File: src/rtl/ram_loader.sv
// ---------------------------------------------------------------------------
// ram_loader
//
// Byte-stream boot loader that sits in front of the cpu. It receives a framed
// program image, for example from a UART receiver. It packs the bytes into
// 32-bit little-endian words and writes them into the cpu instruction/data
// RAM. It keeps the cpu in reset until the whole image has arrived and its
// checksum matches. On hardware this takes the place of initialising the RAM
// from the ram.hex file in simulation.
//
// Frame layout, one byte per accepted transfer:
//   MAGIC, LEN_LO, LEN_HI, 4*N data bytes (LSB first per word), CSUM
//   - N is the 16-bit word count.
//   - CSUM is the 8-bit wrap-around sum of all 4*N data bytes.
//
// Parameters:
//   ADDR_WIDTH  RAM word-address width; capacity is 2**ADDR_WIDTH words
//   MAGIC       frame start byte
//
// Ports:
//   clk        system clock, all logic on posedge
//   rst        asynchronous, active-high reset
//   rx_valid   a byte is available on rx_data
//   rx_data    incoming byte
//   rx_ready   loader takes the byte this cycle (transfer on valid & ready)
//   mem_we     one-cycle RAM write strobe
//   mem_addr   RAM word address
//   mem_wdata  RAM write data
//   cpu_hold   keeps the cpu in reset while high
//   done       image loaded and checksum good (sticky until rst)
//   error      frame rejected (sticky until rst)
// ---------------------------------------------------------------------------
module ram_loader #(
    parameter int unsigned ADDR_WIDTH = 10,
    parameter logic [7:0]  MAGIC      = 8'hA5
) (
    input  logic                  clk,
    input  logic                  rst,
    input  logic                  rx_valid,
    input  logic [7:0]            rx_data,
    output logic                  rx_ready,
    output logic                  mem_we,
    output logic [ADDR_WIDTH-1:0] mem_addr,
    output logic [31:0]           mem_wdata,
    output logic                  cpu_hold,
    output logic                  done,
    output logic                  error
);

    // Number of words the RAM can hold. A frame whose header asks for more
    // than this is rejected, so mem_addr can never wrap.
    localparam logic [31:0] CAPACITY = 32'd1 << ADDR_WIDTH;

    typedef enum logic [2:0] {
        SYNC,
        LEN0,
        LEN1,
        DATA,
        CSUM,
        DONE,
        ERR
    } state_t;

    state_t      state;
    logic [15:0] count;
    logic [15:0] word_idx;
    logic [1:0]  byte_idx;
    logic [23:0] word_buf;
    logic [7:0]  sum;

    logic        accept;
    logic [15:0] len_full;

    // A byte moves only on the valid/ready handshake.
    assign accept = rx_valid & rx_ready;

    // Full word count. It is formed while the high length byte is on rx_data;
    // the low byte was latched on the previous accepted transfer.
    assign len_full = {rx_data, count[7:0]};

    // Frame parser and all registered outputs.
    //
    // rx_ready comes out of reset low. It goes high on the first clock edge
    // after reset and stays high until a terminal state is reached.
    //
    // The RAM write is registered. mem_we and its address and data therefore
    // appear in the cycle after the fourth byte of a word is accepted. This
    // lets the next word's first byte be accepted in that same cycle.
    always_ff @(posedge clk or posedge rst) begin
        if (rst) begin
            state     <= SYNC;
            rx_ready  <= 1'b0;
            mem_we    <= 1'b0;
            mem_addr  <= '0;
            mem_wdata <= 32'd0;
            cpu_hold  <= 1'b1;
            done      <= 1'b0;
            error     <= 1'b0;
            count     <= 16'd0;
            word_idx  <= 16'd0;
            byte_idx  <= 2'd0;
            word_buf  <= 24'd0;
            sum       <= 8'd0;
        end else begin
            mem_we   <= 1'b0;
            rx_ready <= (state != DONE) && (state != ERR);

            if (accept) begin
                case (state)
                    SYNC: begin
                        // Bytes that are not MAGIC are line noise and are dropped.
                        if (rx_data == MAGIC) begin
                            state    <= LEN0;
                            word_idx <= 16'd0;
                            byte_idx <= 2'd0;
                            sum      <= 8'd0;
                        end
                    end

                    LEN0: begin
                        count[7:0] <= rx_data;
                        state      <= LEN1;
                    end

                    LEN1: begin
                        count <= len_full;
                        if (len_full == 16'd0) begin
                            state <= CSUM;
                        end else if ({16'd0, len_full} > CAPACITY) begin
                            state    <= ERR;
                            error    <= 1'b1;
                            rx_ready <= 1'b0;
                        end else begin
                            state <= DATA;
                        end
                    end

                    DATA: begin
                        sum <= sum + rx_data;
                        case (byte_idx)
                            2'd0: word_buf[7:0]   <= rx_data;
                            2'd1: word_buf[15:8]  <= rx_data;
                            2'd2: word_buf[23:16] <= rx_data;
                            default: begin
                                // The fourth byte completes the word. Write it
                                // straight from rx_data so no extra cycle is
                                // spent buffering it.
                                mem_we    <= 1'b1;
                                mem_wdata <= {rx_data, word_buf};
                                mem_addr  <= word_idx[ADDR_WIDTH-1:0];
                                word_idx  <= word_idx + 16'd1;
                                if (word_idx == count - 16'd1) begin
                                    state <= CSUM;
                                end
                            end
                        endcase
                        byte_idx <= byte_idx + 2'd1;
                    end

                    CSUM: begin
                        rx_ready <= 1'b0;
                        if (rx_data == sum) begin
                            state    <= DONE;
                            done     <= 1'b1;
                            cpu_hold <= 1'b0;
                        end else begin
                            state <= ERR;
                            error <= 1'b1;
                        end
                    end

                    default: ;
                endcase
            end
        end
    end

endmodule

File: config.mk
export PLATFORM = sky130hd
export DESIGN_NAME = ram_loader
export DESIGN_NICKNAME = d
export VERILOG_FILES = /design/src/rtl/ram_loader.sv
export SDC_FILE = /design/constraint.sdc
export NUM_CORES = 1
export LEC_CHECK = 0
export CORE_MARGIN = 5
export CORE_UTILIZATION = 55
export DETAILED_ROUTE_END_ITERATION = 8
export HOLD_SLACK_MARGIN = 0.1
export MAX_ROUTING_LAYER = met4
export PLACE_DENSITY_LB_ADDON = 0.25
export SLEW_MARGIN = 10
export SYNTH_ARGS = -nofsm -noshare
export SYNTH_HDL_FRONTEND = slang
export SYNTH_SLANG_ARGS = --single-unit
File: constraint.sdc
create_clock -name clk -period 6.7 [get_ports clk]
set_clock_uncertainty 0.2 [all_clocks]
set_input_delay 1.005 -clock clk [delete_from_list [all_inputs] [get_ports clk]]
set_output_delay 1.005 -clock clk [all_outputs]
set_load 0.005 [all_outputs]
==> flow_metrics.tcl <==
set metrics [dict create \
    synth_top_family_by_area "multiplexers" \
    crit_fanout 23 \
    hold_violations 0 \
    hold_slack_ns 0.261 \
    postRouteAntennaNets 0 \
    io_pins 58 \
    synth.most_common_cell "dfrtp_1" \
    via_per_inst 5.88 \
    ir_drop_mv 0.187 \
    min_period_over_period 0.530 \
    synth_commonest_cells "dfrtp_1, mux2_2, nor2_1" \
    drc 0 \
    rsz0062_at_grt "false" \
    yosys.area.top_type "dfrtp_1" \
    cp_common_cell "nand2_1" \
    r2r_setup_slack_ns 3.35 \
    start_util 0.565 \
    postCtsSetupRepairBufs 0 \
    cellLeakagePower_nw 3.30 \
    slowest_stage "inv_1" \
    cap_violations 0 \
    synthCells 490 \
    muxShareOfSynthArea 0.167 \
    clock-sinks 116 \
    r2r_cells 8 \
    place_hpwl_mm 8.82 \
    cts_buffer_depth 2 \
    status "finished clean" \
    yosys.area_share.simple 0.128 \
    first_pass_iters 7 \
    place_congestion 0.874 \
    cts_resized 0 \
    nets 574 \
    async_flop_share 1.00 \
    grt_pass1_vias 4318 \
    antenna_found_initial 0 \
    synthXorXnorAreaFrac 0.0586 \
    final.setup.tns_ns 0 \
    grt_pass1_wl_mm 22.0 \
    yosys.cell_types.count 65 \
    yosysTopAreaCellShare 0.493 \
    wl_met2_mm 6.63 \
    arrival_ns 3.76 \
    r2r-end "mem_wdata[3]$_DFFE_PP0P_" \
    die_area_sq_mm 0.0128 \
    hp-class "reg2reg" \
    fp.coreArea_sq_mm 0.0103 \
    synth_seq_area_share 0.498 \
    startpoint_type "input port" \
    io_buffers 57 \
    clock_latency_ns 0.53 \
    fmaxAchievable_ghz 0.282 \
    slew_headroom 0.259 \
    first_iter_violations 335 \
    cts.reportedPaths.clkPinSlew_ns 0.06 \
    synth_fp_nets 516 \
    path_class "in2reg" \
    rows 37 \
    ys_warn_count 0 \
    ys_ff_latch 116 \
    maxSlewViolCount 0 \
    cts.hold.buffers_added 0 \
    wire_per_inst_um 18.7 \
    cts_buffers 17 \
    die_h_um 113 \
    worstPathCellList "clkdlybuf4s50_1 > nand2_1 > nor2_2 > nand2_1 > buf_4 > inv_1 > mux2_2" \
    wirelength_mm 13.0 \
    fin_crit_ns 3.55 \
    h-tree-depth 4 \
    dieWidth_um 113 \
    end_kind "flip-flop" \
    via_count 4086 \
    netlist_area_sq_mm 0.00583 \
    syn2layout_area_growth_pct 20.7 \
    top_layer_used "met4" \
    synth.avg_cell_area_sq_um 11.9 \
    synth_edf_count 0 \
    cts-root-buf "clkbuf_8" \
    hp-start "error$_DFFE_PP0P_" \
    crit_required_ns 6.91 \
    critPathMaxStageDelay_ns 0.70 \
    diodes 0 \
    whs_path_depth 1 \
    cts_tree "built" \
    met3_length_um 627 \
    tightest_slew_ns 1.11 \
    reg2reg_from "state[1]$_DFFE_PP0P_" \
    synth_fa_ha_area_frac 0.0335 \
    finalSetupViolations 0 \
    p_per_area_mw_per_mm2 241 \
    synth_ff_type "dfrtp_1" \
    synth.area.top_cells "dfrtp_1, mux2_2, ha_1, xor2_1, xnor2_1" \
    grtUsageTotal 0.225 \
    overflow 0 \
    synth-compound-area-share 0.0841 \
    grt_max_degree 60 \
    drive_above_1_share 0.245 \
    holdPathEnd "error$_DFFE_PP0P_" \
    wl_met1_mm 5.52 \
]
-- per-layer routing --
metal / up-vias / GRT usage
met5: - / -
met4: 0 / 0.0665
met3: 23 / 0.0551
met2: 114 / 0.372
met1: 2052 / 0.276
li1: 1897 / -
-- final cells by class --
| type | instances | area, sq um |
|---|---|---|
| Timing Repair Buffer | 59 | 586 |
| Sequential cell | 116 | 2900 |
| Fill cell | 777 | 3280 |
| Tap cell | 136 | 170 |
| Clock buffer | 18 | 428 |
| Clock inverter | 12 | 134 |
| Multi-Input combinational cell | 336 | 2750 |
| Inverter | 18 | 70.1 |
-- per-stage QoR --
stage               total power, W  setup slack [ns]   util  cell area [sq um]  std cells
floorplan                 0.000813              2.42      -               5830        490
global placement          0.000854              2.66  0.628               6480        665
detailed placement        0.000857              2.60  0.628               6480        665
CTS                        0.00171              3.17  0.682               7040        695
global route               0.00176              2.96  0.682               7040        695
finish                     0.00170              3.15  0.682               7040        695
-- critical path, delay by kind of cell --
kind	cells	cell delay, ns
buffers and inverters	3	1.44
and+or+nand+nor	3	0.88
muxes	1	0.42
-- cells in the final DEF (no fill, tap or decap), types with 11 or more instances in the layout --
cell type	count
dfrtp_1	115
mux2_2	83
clkdlybuf4s50_1	57
nor2_1	36
xor2_1	20
xnor2_1	19
nand2_1	18
nand4_1	18
inv_1	16
clkbuf_16	16
ha_1	14
o21ai_0	11
-- how the worst max path moves through the flow --
stage	from	to	slack [ns]	cells after the start
floorplan	rst	byte_idx[0]$_DFFE_PP0P_	2.42	1
global placement	rx_valid	mem_wdata[3]$_DFFE_PP0P_	2.66	7
detailed placement	rx_data[1]	word_idx[15]$_DFFE_PP0P_	2.60	5
CTS	rx_data[1]	word_idx[10]$_DFFE_PP0P_	3.17	5
global route	rx_valid	mem_wdata[4]$_DFFE_PP0P_	2.96	7
finish	rx_valid	mem_wdata[3]$_DFFE_PP0P_	3.15	7
-- logic make-up after synthesis --
family                   after synthesis
AND/OR/NAND/NOR                      131
XOR/XNOR                              39
multiplexers                          87
adder cells (fa/ha/maj)               15
flip-flops                           116
AO/OA/AOI/OAI                         64
buffers and inverters                 38
-- report_power, final --
group          switching (W)  internal [W]
sequential         0.0000199      0.000712
clock               0.000320      0.000534
combinational      0.0000682     0.0000446
total               0.000409       0.00129
-- sequential cells by signal, summed over array words and instances (netlist names) --
register   flops
byte_idx       2
count         16
cpu_hold       1
done           1
error          1
mem_addr      10
mem_wdata     32
mem_we         1
rx_ready       1
state          3
sum            8
word_buf      24
word_idx      16
Power figures use the tool's default switching activity.
